`src/rtl/alu_arb.sv`:
```
// Two-requester front end to a single shared 4-bit ALU.
// One operation is in flight at a time: IDLE grants, EXEC computes, RESP holds the answer.
module alu_arb #(
   parameter int RR_EN = 1
) (
   input  logic       clk,
   input  logic       rst_n,
   input  logic       req0_valid,
   output logic       req0_ready,
   input  logic [2:0] req0_op,
   input  logic [3:0] req0_a,
   input  logic [3:0] req0_b,
   input  logic       req1_valid,
   output logic       req1_ready,
   input  logic [2:0] req1_op,
   input  logic [3:0] req1_a,
   input  logic [3:0] req1_b,
   output logic       resp_valid,
   input  logic       resp_ready,
   output logic       resp_id,
   output logic [3:0] resp_result,
   output logic       resp_cout,
   output logic       resp_err
);

   typedef enum logic [1:0] {
      IDLE = 2'd0,
      EXEC = 2'd1,
      RESP = 2'd2
   } state_t;

   state_t     state;
   state_t     state_nxt;
   logic       last_grant;
   logic       grant_id;
   logic       accept;

   logic [2:0] cap_op;
   logic [3:0] cap_a;
   logic [3:0] cap_b;
   logic       cap_id;

   logic [3:0] res_q;
   logic       cout_q;
   logic       err_q;
   logic       id_q;

   logic [4:0] sum5;
   logic [3:0] alu_res;
   logic       alu_cout;
   logic       alu_err;

   // A lone requester always wins; contention goes to the other side of the last grant
   // in round-robin mode, otherwise to requester 0.
   always_comb begin
      grant_id = ~req0_valid;
      if (req0_valid && req1_valid) begin
         grant_id = (RR_EN != 0) ? ~last_grant : 1'b0;
      end
   end

   // Ready is gated by rst_n so nothing reports acceptance while reset is held.
   always_comb begin
      state_nxt  = state;
      accept     = 1'b0;
      req0_ready = 1'b0;
      req1_ready = 1'b0;
      case (state)
         IDLE: begin
            if ((req0_valid || req1_valid) && rst_n) begin
               accept     = 1'b1;
               req0_ready = ~grant_id;
               req1_ready = grant_id;
               state_nxt  = EXEC;
            end
         end
         EXEC: state_nxt = RESP;
         RESP: begin
            if (resp_ready) begin
               state_nxt = IDLE;
            end
         end
         default: state_nxt = IDLE;
      endcase
   end

   always_comb begin
      sum5     = {1'b0, cap_a} + {1'b0, cap_b};
      alu_res  = 4'd0;
      alu_cout = 1'b0;
      alu_err  = 1'b0;
      case (cap_op)
         3'b000: begin
            alu_res  = sum5[3:0];
            alu_cout = sum5[4];
         end
         3'b001:  alu_res = cap_a - cap_b;
         3'b010:  alu_res = cap_a & cap_b;
         3'b011:  alu_res = cap_a | cap_b;
         3'b100:  alu_res = cap_a ^ cap_b;
         default: alu_err = 1'b1;
      endcase
   end

   always_ff @(posedge clk or negedge rst_n) begin
      if (!rst_n) begin
         state      <= IDLE;
         last_grant <= 1'b1;
         cap_op     <= 3'd0;
         cap_a      <= 4'd0;
         cap_b      <= 4'd0;
         cap_id     <= 1'b0;
         res_q      <= 4'd0;
         cout_q     <= 1'b0;
         err_q      <= 1'b0;
         id_q       <= 1'b0;
      end else begin
         state <= state_nxt;
         if (accept) begin
            last_grant <= grant_id;
            cap_id     <= grant_id;
            cap_op     <= grant_id ? req1_op : req0_op;
            cap_a      <= grant_id ? req1_a : req0_a;
            cap_b      <= grant_id ? req1_b : req0_b;
         end
         if (state == EXEC) begin
            res_q  <= alu_res;
            cout_q <= alu_cout;
            err_q  <= alu_err;
            id_q   <= cap_id;
         end
      end
   end

   assign resp_valid  = (state == RESP);
   assign resp_id     = id_q;
   assign resp_result = res_q;
   assign resp_cout   = cout_q;
   assign resp_err    = err_q;

endmodule

```
`config.mk`:
```
export PLATFORM = sky130hd
export DESIGN_NAME = alu_arb
export DESIGN_NICKNAME = d
export VERILOG_FILES = /design/src/rtl/alu_arb.sv
export SDC_FILE = /design/constraint.sdc
export NUM_CORES = 1
export LEC_CHECK = 0
export CORE_AREA = 8 8 66 68
export CTS_BUF_LIST = sky130_fd_sc_hd__clkbuf_8
export DETAILED_ROUTE_END_ITERATION = 8
export DIE_AREA = 0 0 74 76
export PLACE_DENSITY = 0.72
export SLEW_MARGIN = 20
export SYNTH_ARGS = -nofsm -noshare
export SYNTH_HDL_FRONTEND = slang
export SYNTH_SLANG_ARGS = --single-unit
export TNS_END_PERCENT = 10
```
`constraint.sdc`:
```
create_clock -name clk -period 4.31 [get_ports clk]
set_input_delay 0.862 -clock clk [delete_from_list [all_inputs] [get_ports clk]]
set_output_delay 0.862 -clock clk [all_outputs]
set_load 0.05 [all_outputs]
```
Word level (Yosys, flattened, before mapping)
Index checks and enable logic that the tools add are counted.

storage, ports and cells
  register bits after elaboration = 22
  output and inout bits = 10
  word-level logic and storage cells = 49

operators by class
  $add $sub $neg = 2
  equality and inequality tests = 8
  multiplexer cells = 16
  bitwise operators = 6
  reductions and logical operators = 7

operator list
  operator                                                                 count
  4-bit one-hot mux with 5 select lines                                    1
  1-bit 2-to-1 mux                                                         9
  4-bit 2-to-1 mux                                                         2
  3-bit by 2-bit == test with 1-bit output, second input constant          2
  2-bit one-hot mux with 3 select lines                                    1
  4-bit by 4-bit adder with 5-bit output                                   1
  5-bit OR reduction                                                       1
  4-bit AND                                                                1
  2-bit 2-to-1 mux                                                         2
  4-bit bitwise OR                                                         1
  4-bit subtractor                                                         1
  4-bit bitwise XOR                                                        1
  3-bit by 1-bit == test with 1-bit output, second input constant          1
  3-bit == test, second input constant                                     1
  3-bit zero test                                                          1
  3-bit 2-to-1 mux                                                         1
  1-bit NOT                                                                3
  2-bit by 1-bit == test with 1-bit output, second input constant          1
  2-bit == test, second input constant                                     1
  1-bit logical AND                                                        2
  2-bit zero test                                                          1
  2-bit by 1-bit inequality test with 1-bit output, second input constant  1
  2-bit inequality test, second input constant                             1
  2-bit AND reduction                                                      1
  1-bit logical OR                                                         1

Logic depth before layout (Yosys ltp)
  depth after elaboration = 5
  depth in mapped cells = 7

Least setup slack after synthesis
OpenSTA, ideal clock, no wires.

  path type = input -> output
  start point = input port req1_valid
  end point = output port req0_ready
  arrival time = 2.097 ns
  setup slack = 1.351 ns
  cell stages on the path = 3
  cell sequence = nor2_1 nor4b_4 nor2b_1

between the ends
  word-level cells in the longest chain between the ends = 5
  elaborated cells between the ends (all ways) = 7

RTL lines
  item                RTL line  text
  start, declared     13        input logic req1_valid,
  1-bit logical AND   57        if (req0_valid && req1_valid) begin
  1-bit 2-to-1 mux    57
  1-bit NOT           72        req0_ready = ~grant_id;
  1-bit 2-to-1 mux *  70        if ((req0_valid || req1_valid) && rst_n) begin
  1-bit 2-to-1 mux *  68        case (state)
  end, declared       9         output logic req0_ready,

Every way passes the cells marked *; elsewhere a longest branch is shown, timed or not.

Worst setup path in the final report
  start point = input port rst_n
  end point = output port req0_ready

between the ends
  word-level cells in the longest chain between the ends = 3

RTL lines
  item               RTL line  text
  start, declared    7         input logic rst_n,
  1-bit logical AND  70
  1-bit 2-to-1 mux   70
  1-bit 2-to-1 mux   68

No other way between the ends.

==> out/metrics.yaml <==
floorplan:
  rows: 22
  coreArea_um2: 3441
  die-height_um: 76
  design.die.area_um2: 5624
  fp.dieW_um: 74
  pin_count: 37
  start_util_pct: 41.09
timing:
  layout_min_cycle_time_ns: 3.303
  final.setup_skew_ns: 0.003462
  drv_slew: 0
  hold_violations: 0
  fin_crit_sh_pct: 76.64
  relSlewSlack_pct: 66.52
  grt_setup_unrepaired: "no"
  worst_slew_pin_slew_ns: 0.5006
  fmax_ghz: 0.3027
  final.setup.tns_ns: 0
  setup_violations: 0
  fin_ws_ns: 1.007
placed_design:
  hpwl_um: 2510
  port_buffers: 36
  post_dp_cell_area_um2: 1831
  dp_slack_ns: 0.9969
  gp_congestion: 0.8851
  dp_cells: 229
synthesis:
  ys_types: 39
  synth_fp_nets: 188
  yosysWarnings: 0
  synth_cells: 148
  yosys-top-cells-count: "dfrtp_1 (21), nor2_1 (21), a21oi_1 (15), inv_1 (15)"
  synth_top_area_cell: "dfrtp_1"
  synth-main-ff-cell: "dfrtp_1"
  synth_edf_count: 0
  synth-seq-cells: 22
  synthTopCellsByArea: "dfrtp_1 (37%), ha_1 (9.7%), mux2i_1 (7.8%)"
  syn_area_um2: 1414
  ys_seq_area_share_pct: 39.03
  avgSynthCellArea_um2: 9.553
  synth-async-reset-ratio_pct: 100.0
  synth_top_area_share_pct: 37.17
drt:
  first_pass_iters: 4
  ant_nets: 0
  drc: 0
  wire_per_inst_um: 13.41
  drt_iter0_drc: 74
  routed_wl_um: 3124
  vias: 1159
  viasPerCell: 4.974
finish:
  num-fill-cells: 317
  drive_above_1_share_pct: 7.568
  syn_to_final_growth_pct: 33.36
  n_antenna_cell: 0
  stdcell_count: 233
  fin_nets: 226
  final_area_um2: 1886
worst_setup_path:
  critical-path-max-stage-delay_ns: 0.46
  cp-end-kind: "output port"
  critPathTopFamily: "buffers and inverters"
  critPathRequiredTime_ns: 3.45
  path_buf_inv: 3
  worstSetupPathType: "input port to output port"
  cp_slowest_cell: "clkdlybuf4s50_1"
  path_max_fanout: 23
  critPathLaunchType: "input port"
  cp_cell_sequence: "clkdlybuf4s50_1 -> buf_4 -> nor4b_4 -> nor2b_1 -> buf_12"
  arrival_ns: 2.44
cts:
  cts_resized: 0
  cts_hold_buf: 0
  cts_tree: "yes"
  cts_buffers: 3
  htree_levels: 1
  postCtsSetupBuffers: 0
  clk_pin_slew_worst_paths_ns: 0.08
  clock_path_buffers: 2
  root_buffer: "clkbuf_8"
  clk_latency_ns: 0.26
  cts_sinks: 22
power:
  powerDensity_nw_per_um2: 640.4
  p_leak_nw: 0.8741
  ir_drop_v: 0.0001762
outcome:
  outcome: "finished clean"
global_routing:
  grt_max_degree: 26
  grt_overflow: 0
  track_usage_pct: 12.28
  grt_pass1_vias: 1229
  antenna_found_initial: 0
  grt_pass1_wl_um: 5575
min_path:
  min_path_type: "flop to flop"
run:
  cap_viol_max_count: 0
==> state kept, by name, indices dropped and copies added (netlist names) <==
name and flops:
resp_id 1, cap_b 4, cap_op 3, resp_err 1
cap_a 4, resp_cout 1, state 2, cap_id 1
resp_result 4, last_grant 1
==> logic make-up after synthesis <==
kind of cell	count (synthesis)	synth area share, %
AOI/OAI and AO/OA	35	15.31
xor gates and xnor gates	1	0.6196
adders and majority gates	13	12.57
buffers and inverters	21	7.255
DFF	22	39.03
muxes	12	9.381
and+or+nand+nor	44	15.84
==> final timing paths <==
check	start	end	slack [ns]	depth (start not counted)
worst min register to register	cap_id	resp_id	0.48	2
min in group asynchronous	rst_n	resp_result[3]	0.94	2
max in group asynchronous	rst_n	last_grant	3.09	2
worst max register to register	cap_b[0]	resp_result[1]	2.30	6
worst min-delay path	cap_id	resp_id	0.48	2
worst max-delay path	rst_n	req0_ready	1.01	5
==> per-layer routing <==
metal | vias up | share of wire, % | track usage (%)
met5 | - | 0 | 0
met3 | 5 | 3.4 | 1.579
met4 | 0 | 1.9 | 5.400
met2 | 26 | 53 | 20.42
li1 | 581 | - | -
met1 | 547 | 42 | 15.07
==> cell type report <==
cell class	instances	area, um^2	share of cell area, %
Timing Repair Buffer	39	402.9	21.37
Clock buffer	4	55.05	2.920
Tap cell	48	60.06	3.185
Sequential cell	22	551.8	29.26
Multi-Input combinational cell	105	759.5	40.28
Inverter	15	56.30	2.986
==> per-stage QoR <==
step	util [%]	total power (W)	hold slack (ns)
detailed placement	53.20	0.001066	0.4661
global route	54.80	0.001321	0.5116
finish	54.80	0.001208	0.4776
CTS	54.80	0.001216	0.4845
floorplan	-	0.0008668	0.4394
global placement	53.20	0.001034	0.4581
==> cells in the final DEF (no fill, tap or decap), types with 2 or more instances in the layout <==
master / synthesis / layout
a31oi_1: 3 / 3
buf_12: 0 / 2
nor2_1: 21 / 21
mux2i_1: 11 / 11
clkbuf_8: 0 / 4
nor2b_1: 3 / 3
o21ai_0: 3 / 3
clkdlybuf4s50_1: 0 / 34
buf_4: 2 / 3
nand2_1: 8 / 8
ha_1: 11 / 11
inv_1: 15 / 15
o31ai_1: 2 / 2
fa_1: 2 / 2
nand2b_1: 4 / 4
a211oi_1: 2 / 2
dfrtp_1: 21 / 21
a21oi_1: 15 / 15
==> tightest hold or removal path, cell delays in order (launching register included) <==
cell     delay, ns
dfrtp_1       0.35
nand2_1       0.05
nand2_1       0.05
==> power breakdown <==
group | internal (W) | switching [W] | total [W]
Combinational | 0.000293 | 0.000377 | 0.000670
Clock | 0.0000815 | 0.0000675 | 0.000149
Sequential | 0.000294 | 0.0000948 | 0.000389
Power figures use the tool's default switching activity.
==> edit 1: new RTL, same settings <==
Reset style: synchronous (`rst_n`), changed in one clocked block.
--- a/src/rtl/alu_arb.sv
+++ b/src/rtl/alu_arb.sv
@@ -102,7 +102,7 @@
       endcase
    end
 
-   always_ff @(posedge clk or negedge rst_n) begin
+   always_ff @(posedge clk) begin
       if (!rst_n) begin
          state      <= IDLE;
          last_grant <= 1'b1;
Function: differs if rst_n is asserted again (counterexample within 4 cycles, from zero or initial values and one cycle with rst_n low); with rst_n held inactive, the same outputs for 10 cycles.
==> edit 1 against the unedited design <==
  * Sequential cell count unchanged
  * Synthesized area rose by 0.18%
  * Setup slack better by 50 ps
  * Clock skew decreased by 2.1 ps
  * Global-route usage rose by 0.52 points
  * Maximum frequency is 1.5% higher
  * Routed wire length increased by 6.6%
  * Cell area fell by 0.13%
  * Register-to-register slack got worse by 150 ps
  * Hold slack got worse by 16 ps
  * Critical path type unchanged
  * Largest cell class unchanged
Power is not compared: it rests on default switching activity, and its combinational part moved more than twofold at a synthesized area within 25%.
==> edit 1: results (changes against the unedited design) <==
grt_pass1_wl_um: 5890  # +5.6%
grt_usage: 0.128  # +0.00519
wl_met3_um: 110  # +4.8%
fin_skew_ps: 1.32  # -2.14 ps
met2_usage: 0.221  # +0.0167
synth_area_leaders: "dfxtp_1 (31%), ha_1 (9.7%), mux2i_1 (8.5%)"
status: "finished, final reports clean"
clk_path_buf_depth: 2  # unchanged
met3_usage: 0.0224  # +0.00658
max_slew_margin: 0.657  # -0.00783
viasPerCell: 5.14  # +3.2%
wl_per_cell_um: 14.1  # +4.8%
postCtsSetupBuffers: 0  # unchanged
met1_usage: 0.154  # +0.00302
cp.arrival_ps: 2390  # -50 ps
drive_above_1_share: 0.0847  # +0.00898
drt_iter0_drc: 104  # +41%
wl_met1_um: 1410  # +7.3%
cpPeakStageDelay_ps: 580  # +120 ps
dp_hpwl_um: 2660  # +6.0%
ys_top_cells_by_count: "dfxtp_1 (22), nor2_1 (17), inv_1 (13), mux2i_1 (12), ha_1 (11)"
cp_max_fo: 17  # -26%
async_flop_share: 0  # -1.00
ys_seq_area_frac: 0.311  # -0.0793
syn_inst: 156  # +5.4%
grt_start_max_net_pins: 24  # -7.7%
place.gp.congestion: 0.839  # -5.2%
synth_fp_nets: 196  # +4.3%
grt_pass1_vias: 1255  # +2.1%
fin_cells: 237  # +1.7%
synth_cell_types: 38  # -2.6%
==> edit 1: changes by cell type in the layout (fill, tap and decap cells not counted), sizes merged, moves of 4 or more <==
cell    before  now
dfrtp       21    0
nor2        21   17
dfxtp        0   22
a21oi       15    9
o21ai        4    9
a211oi       2   12
==> edit 1: worst paths after layout <==
kind / depth (start not counted) / endpoint / from / slack (ps)
worst max-delay path: 5 / req0_ready / rst_n / 1060
worst min-delay path: 2 / resp_cout / resp_cout / 460
worst max register to register: 7 / resp_result[2] / cap_b[0] / 2150
worst min register to register: 2 / resp_cout / resp_cout / 460
==> edit 1: kinds of logic (layout without fill, tap and decap cells) <==
logic type | count (synthesis) | count (layout) | share of synthesized area
simple gates | 40 | 40 | 0.148
mux | 13 | 13 | 0.101
fa+ha+maj | 13 | 13 | 0.125
buf+inv | 23 | 56 | 0.0795
xor+xnor | 1 | 1 | 0.00618
compound gates | 44 | 44 | 0.229
flops | 22 | 22 | 0.311
==> edit 1: final cells by class <==
cell class / count / area (µm²)
flip-flops and latches: 22 / 440
clock buffers: 3 / 41.3
inverters: 14 / 52.6
well taps: 48 / 60.1
multi-input cells: 111 / 863
fillers: 328 / 1560
clock inverters: 1 / 30.0
repair buffers: 38 / 395
==> edit 1: power breakdown <==
| part | leakage (µW) | total (µW) | switching (µW) | internal (µW) |
|---|---|---|---|---|
| sequential | 0.000181 | 242 | 21.6 | 221 |
| combinational | 0.000516 | 187 | 98.2 | 88.3 |
| clock | 0.0000357 | 193 | 69.3 | 124 |
==> edit 1: metrics by stage <==
stage	util	worst slack, ps	area (µm²)	hold WS (ps)
after global placement	0.527	1090	1810	449
after global routing	0.547	949	1880	494
after CTS	0.547	1040	1880	463
after floorplan	-	1540	1420	429
final	0.547	1060	1880	462
after detailed placement	0.527	1030	1810	452
==> edit 2: new RTL, same flow settings <==
Made on the original files. The parameter `RR_EN` goes from 1 to 0.
--- a/src/rtl/alu_arb.sv
+++ b/src/rtl/alu_arb.sv
@@ -1,7 +1,7 @@
 // Two-requester front end to a single shared 4-bit ALU.
 // One operation is in flight at a time: IDLE grants, EXEC computes, RESP holds the answer.
 module alu_arb #(
-   parameter int RR_EN = 1
+   parameter int RR_EN = 0
 ) (
    input  logic       clk,
    input  logic       rst_n,
Formal check against the unedited RTL: not equivalent (a bounded check fails within 4 cycles, from zero or initial values and one cycle with rst_n low).
==> edit 2 against the unedited design <==
  * Synthesized area up 1.6%
  * Global-route usage down 0.76 points
  * Sequential cell count down 1
  * Routed wire length down 3.0%
  * Setup slack better by 110 ps
  * Core utilization down 0.073 points
  * Power down 5.7%
  * Cell area down 0.13%
  * Non-clock buffer count unchanged
  * Critical path type unchanged
  * Largest cell class unchanged
  * Largest power group unchanged
==> edit 2: results (changes against the unedited design) <==
wirelength_um: 3030  # -3.0%
grt_usage: 0.115  # -0.00761
grt_start_max_net_pins: 23  # -12%
dp_hpwl_um: 2340  # -6.6%
ys_top_cells_by_count: "dfrtp_1 (21), nor2_1 (18), inv_1 (14), ha_1 (11), mux2i_1 (11)"
cpPeakStageDelay_ps: 460  # about the same
fin_skew_ps: 8.01  # +4.55 ps
peakVddDrop_uv: 206  # +17%
ys_seq_area_frac: 0.366  # -0.0244
cp_max_fo: 22  # -4.3%
synth_cell_types: 37  # -5.1%
num_vias: 1148  # -0.95%
ctsHtreeMaxLevel: 1  # unchanged
antenna_found_initial: 0  # unchanged
synth_area_leaders: "dfrtp_1 (37%), ha_1 (9.6%), mux2i_1 (7.7%)"
wl_per_cell_um: 12.9  # -3.5%
drt_iter0_drc: 82  # +11%
cts_buffers: 3  # unchanged
drive_above_1_share: 0.102  # +0.0265
ctsResizeCount: 0  # unchanged
fill_cells: 337  # +6.3%
p_leak_uw: 0.000846  # -3.2%
grt_pass1_vias: 1217  # -0.98%
tightest_slew_ps: 554  # +53.8 ps
ys_warn_count: 0  # unchanged
path_delay_family: "buffers and inverters"
port_buffers: 36  # unchanged
antenna_cells: 0  # unchanged
hold_class: "register to register"
max-cap-violations: 0  # unchanged
path_clk_slew_ps: 70
syn_area_per_cell_um2: 9.51  # -0.43%
place.gp.congestion: 0.823  # -7.1%
grt_pass1_wl_um: 5340  # -4.2%
fin_nets: 227  # +0.44%
cp.arrival_ps: 2330  # -110 ps
status: "finished, final reports clean"
slowest_stage: "clkdlybuf4s50_1"
synth_fp_nets: 191  # +1.6%
edit 2: changes by cell type after synthesis, moves of 3 or more:
cell     change
a21oi_1      -7
a21oi_2      +7
nor2_1       -3
o21ai_0      +3
edit 2: per-stage QoR:
step	total power, µW	utilization	area (µm²)	worst slack, ps
global route	1240	0.547	1880	987
detailed placement	1010	0.534	1840	1090
floorplan	840	-	1440	1590
finish	1140	0.547	1880	1120
CTS	1150	0.547	1880	1080
global placement	981	0.534	1840	1140
edit 2: layout make-up:
class | count | area (µm²) | area share
multi-input combinational | 108 | 796 | 0.423
sequential | 21 | 526 | 0.279
timing repair buffer | 39 | 403 | 0.214
tap | 48 | 60.1 | 0.0319
inverter | 14 | 52.6 | 0.0279
clock buffer | 3 | 41.3 | 0.0219
clock inverter | 1 | 5.00 | 0.00266
edit 2: worst register-to-register path, stage by stage (launching register included):
cell,delay (ps)
dfrtp_1,420
ha_1,230
inv_1,70
fa_1,400
mux2_2,270
a2bb2oi_1,130
a2bb2oi_1,130
o21ai_0,140
edit 2: layer usage:
layer,share of wire,vias up,track usage
li1,-,585,-
met1,0.44,527,0.134
met2,0.50,29,0.195
met3,0.036,7,0.0184
met4,0.022,0,0.0540
met5,0,-,0
edit 2: cells by family (layout without fill, tap and decap cells):
family	after synthesis	after routing	synth area share
buffers and inverters	22	57	0.0801
AND/OR/NAND/NOR	45	45	0.166
flip-flops	21	21	0.366
multiplexers	12	12	0.0845
adder cells (fa/ha/maj)	13	13	0.124
AO/OA/AOI/OAI	38	38	0.180
edit 2: worst paths after layout:
check                                from  slack [ps]        endpoint  cells after the start
setup / recovery                    rst_n        1120      req1_ready                      5
hold reg to reg            resp_result[1]         480  resp_result[1]                      2
min in group asynchronous           rst_n         940         resp_id                      2
max in group asynchronous           rst_n        3140       cap_op[0]                      2
hold / removal             resp_result[1]         480  resp_result[1]                      2
setup reg to reg                 cap_b[0]        2440  resp_result[1]                      7
edit 2: power breakdown:
| group | internal [µW] | switching (µW) |
|---|---|---|
| registers | 274 | 89.5 |
| logic | 280 | 363 |
| clock network | 64.5 | 67.6 |
| total | 618 | 520 |
